<file path="src/rtl/register_pulse_if.sv">
// register_pulse_if
//   Bundles the save/load control and data bus of register_pulse.
//   Signals:
//     save_en          save request; a rising edge captures data_in
//     load_en          level output enable for data_out
//     data_in          word to be stored
//     data_out         stored word while load_en=1, zeros otherwise
//     data_out_always  stored word, unconditionally
//   Modports:
//     master  drives save_en/load_en/data_in and observes the outputs
//     slave   the register itself
interface register_pulse_if #(
  parameter int WIDTH = 8
);
  logic             save_en;
  logic             load_en;
  logic [WIDTH-1:0] data_in;
  logic [WIDTH-1:0] data_out;
  logic [WIDTH-1:0] data_out_always;

  modport master (
    output save_en,
    output load_en,
    output data_in,
    input  data_out,
    input  data_out_always
  );

  modport slave (
    input  save_en,
    input  load_en,
    input  data_in,
    output data_out,
    output data_out_always
  );
endinterface

</file>
<file path="src/rtl/register_pulse.sv">
// register_pulse
//   General-purpose datapath storage register. A word is captured once per
//   rising edge of save_en (detected against the previous clk sample), the
//   stored word is driven onto data_out only while load_en is high, and is
//   always visible on data_out_always.
//   Ports:
//     clk  system clock, rising-edge active
//     rst  synchronous active-high reset (priority over all inputs)
//     bus  register_pulse_if.slave: save_en, load_en, data_in in;
//          data_out, data_out_always out
module register_pulse #(
  parameter int               WIDTH       = 8,
  parameter logic [WIDTH-1:0] RESET_VALUE = '0
) (
  input  logic                  clk,
  input  logic                  rst,
  register_pulse_if.slave       bus
);

  logic [WIDTH-1:0] stored_q;
  logic [WIDTH-1:0] stored_d;
  logic             save_q;
  logic             save_d;
  logic             save_rise;

  always_comb begin
    save_rise = bus.save_en & ~save_q;
    stored_d  = stored_q;
    save_d    = bus.save_en;
    if (save_rise) begin
      stored_d = bus.data_in;
    end
  end

  // save_q clears on reset so a save_en held high through reset release is
  // seen as a fresh rise on the first non-reset edge.
  always_ff @(posedge clk) begin
    if (rst) begin
      stored_q <= RESET_VALUE;
      save_q   <= 1'b0;
    end else begin
      stored_q <= stored_d;
      save_q   <= save_d;
    end
  end

  // Bus output is gated to zeros (not high-Z) when not enabled.
  assign bus.data_out        = bus.load_en ? stored_q : {WIDTH{1'b0}};
  assign bus.data_out_always = stored_q;

endmodule

</file>
<file path="src/flat_wrapper.sv">
// flat-port wrapper written by rule: the top's interface ports become plain ports
module register_pulse_flat 
#(
  parameter int               WIDTH       = 8,
  parameter logic [WIDTH-1:0] RESET_VALUE = '0
)
  (clk, rst, bus_save_en, bus_load_en, bus_data_in, bus_data_out, bus_data_out_always);
  register_pulse_if #(.WIDTH(WIDTH)) bus_i ();
  input  logic clk;
  input  logic rst;
  input wire logic [$bits(bus_i.save_en)-1:0] bus_save_en;
  input wire logic [$bits(bus_i.load_en)-1:0] bus_load_en;
  input wire logic [$bits(bus_i.data_in)-1:0] bus_data_in;
  output wire logic [$bits(bus_i.data_out)-1:0] bus_data_out;
  output wire logic [$bits(bus_i.data_out_always)-1:0] bus_data_out_always;
  assign bus_i.save_en = bus_save_en;
  assign bus_i.load_en = bus_load_en;
  assign bus_i.data_in = bus_data_in;
  assign bus_data_out = bus_i.data_out;
  assign bus_data_out_always = bus_i.data_out_always;
  register_pulse #(.WIDTH(WIDTH), .RESET_VALUE(RESET_VALUE)) u_core (.clk(clk), .rst(rst), .bus(bus_i));
endmodule
</file>
<file path="config.mk">
export PLATFORM = sky130hd
export DESIGN_NAME = register_pulse_flat
export DESIGN_NICKNAME = d
export VERILOG_FILES = /design/src/rtl/register_pulse_if.sv /design/src/rtl/register_pulse.sv /design/src/flat_wrapper.sv
export SDC_FILE = /design/constraint.sdc
export NUM_CORES = 1
export LEC_CHECK = 0
export CORE_MARGIN = 2
export CORE_UTILIZATION = 27
export DETAILED_ROUTE_END_ITERATION = 6
export PLACE_DENSITY = 0.7
export SYNTH_ARGS = -nofsm -noshare
export SYNTH_HDL_FRONTEND = slang
export SYNTH_SLANG_ARGS = --single-unit
export TNS_END_PERCENT = 100
</file>
<file path="constraint.sdc">
create_clock -name clk -period 0.8 [get_ports clk]
set_input_delay 0.08 -clock clk [delete_from_list [all_inputs] [get_ports clk]]
set_output_delay 0.08 -clock clk [all_outputs]
set_load 0.01 [all_outputs]
</file>
-- Word-level counts from Yosys, hierarchy flattened
Index checks and enable logic that the tools add are counted.
- bits in writable memories: 0
- output and inout bits: 16
- ROM bits: 0
- bits of input ports: 12
- memories: 0
- latch bits: 0
- register bits: 9
- divide/modulo/power cells: 0
- add/sub/neg operators: 0
- bitwise gates (word level): 2
- $mul: 0
- equal/unequal tests: 0
- multiplexer cells: 1
- magnitude comparators: 0
- reductions and logical operators: 0
- shifts and indexed selects: 0
- operator list (cell ; number):
    two-way mux 8 bit ; 1
    bitwise AND 1 bit ; 1
    inverter 1 bit ; 1

-- Longest topological paths before layout
- depth after elaboration: 2
- gate-level depth with buffers: 3
- depth with buffers taken out: 2

-- Worst setup path after synthesis
No wires, ideal clock.
- path type: reg-to-reg
- start: register u_core.save_q
- end: register u_core.stored_q[4] (netlist: u_core.bus.data_out_always[4])
- arrival time: 702 ps
- slack: -21 ps
- cell stages (with the launch flop): 3
- period minus slack after synthesis: 821 ps
- required time: 681 ps
- buffers on the path: 0
- library setup time: 119 ps
- path through: dfxtp_1 and2b_4 o21ai_1
- cells in the longest elaborated chain, start to end: 2
- RTL lines (element ; line ; RTL):
    start: declaration ; register_pulse.sv:22 ; logic save_q;
    start signal: assignment ; register_pulse.sv:43 ; save_q <= save_d;
    inverter 1 bit ; register_pulse.sv:27 ; save_rise = bus.save_en & ~save_q;
    bitwise AND 1 bit ; register_pulse.sv:27 ;
    end signal: assignment ; register_pulse.sv:42 ; stored_q <= stored_d;
    end: declaration ; register_pulse.sv:20 ; logic [WIDTH-1:0] stored_q;
No other way between the ends.
A chain may end at the register's enable or synchronous reset.

-- Final worst setup path
- start: register u_core.stored_q[3] (netlist: u_core.bus.data_out_always[3])
- end: output port bus_data_out[3]
- cells in the longest elaborated chain, start to end: 1
- RTL lines (element ; line ; RTL):
    two-way mux 8 bit ; register_pulse.sv:48 ; assign bus.data_out = bus.load_en ? stored_q : {WIDTH{1'b0}};
    end: declaration ; flat_wrapper.sv:14 ; output wire logic [$bits(bus_i.data_out)-1:0] bus_data_out;
No other way between the ends.

==> impl_metrics.yaml <==
global_route:
  grt_use_total_pct: 12.36
  grt_pass1_wl_um: 1745
  antenna_found_initial: 0
  overflow: 0
  grt_pass1_vias: 393
  grt_start_max_net_pins: 11
sta:
  relSlewSlack_pct: 81.29
  layout_setup_ws_ns: -0.1147
  clock.fmax_mhz: 1093
  post-route-period-util_pct: 114.3
  worst_pin_slew_ns: 0.2807
  layout_min_cycle_time_ns: 0.9147
  drv_slew: 0
  hold_violations: 0
  finalSetupViolations: 17
  finClkSkew_ns: 0.0003449
  tns_ns: -1.031
  rsz0062_at_grt: "yes"
yosys:
  syn-cell-area_sq_um: 446.7
  netlist.area_leader.share_pct: 40.34
  synth.avg_cell_area_sq_um: 10.15
  async_reset_ff_share_pct: 0
  synth.area.top_cells: "dfxtp_1 (40%), nand4bb_1 (20%), and2_1 (11%), nand2b_1 (11%), o21ai_2 (7.8%)"
  synth.distinct_cells: 9
  synthTopCellsByCount: "dfxtp_1 (9), and2_1 (8), nand2b_1 (8), nand4bb_1 (8)"
  synth_most_common_cell: "dfxtp_1"
  ys_seq_area_share_pct: 40.34
  synthFlopType: "dfxtp_1"
  synth_edf_count: 0
  ys_ff_latch: 9
  yosysTopAreaCell: "dfxtp_1"
  synthCells: 44
  synth_fp_nets: 56
  ys.warnings.count: 0
outcome:
  status: "complete, but fails checks"
  failed_checks: "negative setup slack"
placed_design:
  dpl.hpwl_um: 815
  io_buffers: 27
  placed_area_sq_um: 800.8
  pre_cts_slack_ns: -0.6858
  globalplace.congestion: 0.7403
route:
  antenna_left: 0
  post_drt_wl_per_cell_um: 11.23
  drt_wl_total_um: 1123
  drc_errors: 0
  vias: 461
  viasPerCell: 4.610
  drt-initial-drc-count: 3
  drt_first_pass_iters: 2
clocking:
  root_buffer: "clkbuf_4"
  h-tree-depth: 1
  cts_tree: "yes"
  clk_latency_ns: 0.25
  cts_made_buffers: 3
  hold_buffers: 0
  clock_path_buffers: 2
  clk_pin_slew_ns: 0.06
  cts.sinks: 9
worst_setup_path:
  reg2regPathDepth: 2
  worstPathRequired_ns: 0.72
  reg2reg_setup_slack_ns: -0.02
  end_kind: "primary output"
  setup.worst_path.start_class: "flop"
  slowest_stage: "dfxtp_2"
  slowest_delay_ns: 0.33
  r2r_start: "u_core.save_q"
  critPathBufInv: 1
  crit_arrival_ns: 0.83
  path_cells: "and2_1 -> buf_2"
  critPathTopFamily: "flip-flops"
  cp.depth: 2
  critPathMaxFanout: 3
  rr_endpoint: "u_core.bus.data_out_always[5]"
  crit_type: "reg -> out"
floorplanning:
  initial_core_util_pct: 29.31
  io_pins: 28
  die_h_um: 44.68
  core_area_sq_mm: 0.001524
  rows: 14
  dieArea_sq_mm: 0.001996
  die_w_um: 44.68
layout:
  postLayoutCellArea_sq_um: 840.8
  fillers: 148
  fin_nets: 97
  syn_to_final_growth_pct: 88.24
  drive_gt1_share_pct: 58.33
  multiInputGateArea_sq_um: 285.3
  layout.area.seq_sq_um: 191.4
  n_antenna_cell: 0
power:
  vdd_drop_max_uv: 814.7
  power_density_mw_per_mm2: 1351
  p_leak_nw: 0.3717
worst_hold_path:
  whs_path_depth: 3
  min_to: "u_core.bus.data_out_always[2]"
  hold_class: "in -> reg"
  hp-start: "bus_data_in[2]"
flow_run:
  max_cap_violations: 0
-- state kept, by name, summed over array words and instances, names as in the netlist --
register / cells
u_core.bus.data_out_always: 8
u_core.save_q: 1
-- worst max-delay path by stage --
stage,startpoint,end,slack (ns)
after floorplan,u_core.save_q,u_core.bus.data_out_always[4],-0.008
after global placement,bus_load_en,bus_data_out[0],-0.68
after detailed placement,bus_load_en,bus_data_out[6],-0.69
after CTS,u_core.bus.data_out_always[3],bus_data_out[3],-0.12
after global routing,u_core.bus.data_out_always[4],bus_data_out[4],-0.16
final,u_core.bus.data_out_always[3],bus_data_out[3],-0.11
-- final cells by class --
| class | instances | share of cell area (%) |
|---|---|---|
| tap | 16 | 2.381 |
| timing repair buffer | 37 | 37.80 |
| sequential | 9 | 22.77 |
| clock buffer | 4 | 3.125 |
| multi-input combinational | 34 | 33.93 |
-- cell usage in the layout, fill, tap and decap left out --
cell type and instances:
nor2b_1 1, buf_4 9, clkdlybuf4s50_1 10, nand2b_4 1, dfxtp_2 9, clkbuf_4 3, dlygate4sd2_1 1, buf_6 9
o21ai_1 1, nand2b_1 7, nand4bb_1 8, and2b_4 1, and2_1 6, o21ai_2 7, clkbuf_1 1, and2_4 2
buf_2 8
-- through the flow --
step / power [mW] / hold WS (ns) / util, % / cells
floorplan: 0.5979 / 0.2080 / - / 44
global placement: 0.7840 / 0.4747 / 52.55 / 95
detailed placement: 0.7847 / 0.4764 / 52.55 / 95
CTS: 1.112 / 0.4060 / 51.40 / 99
global route: 1.205 / 0.4108 / 55.17 / 100
finish: 1.136 / 0.4153 / 55.17 / 100
-- cells by family (layout without fill, tap and decap cells) --
kind of cell	count (synthesis)	after routing	share of synthesized area, %
and+or+nand+nor	26	26	46.22
DFF	9	9	40.34
AOI/OAI and AO/OA	8	8	12.32
buffers and inverters	1	41	1.119
-- power by group --
group	switching [mW]	total [mW]	leakage, nW	internal [mW]
clock	0.155	0.347	0.0150	0.192
sequential	0.0184	0.499	0.0775	0.481
combinational	0.105	0.289	0.279	0.184
-- timing repair --
| item | in CTS | in global routing |
|---|---|---|
| pin swaps | 8 | 0 |
| setup buffers | 0 | 1 |
| resized for setup | 79 | 9 |
| endpoints found under the hold margin | 0 | 0 |
| setup endpoints to repair | 24 | 24 |
-- metal layers --
layer  up-vias  share of wire [%]  global-route usage [%]
li1        238                  -                       -
met1       203                 42                   15.72
met2        18                 47                   17.97
met3         2                 11                   5.306
met4         0               0.53                   5.455
met5         -                  0                       0
-- worst register-to-register path: stages, from the launching register on --
cell and delay, ns:
dfxtp_2 0.31, and2b_4 0.33, o21ai_1 0.07
No activity file was read; power rests on OpenSTA's default activity.
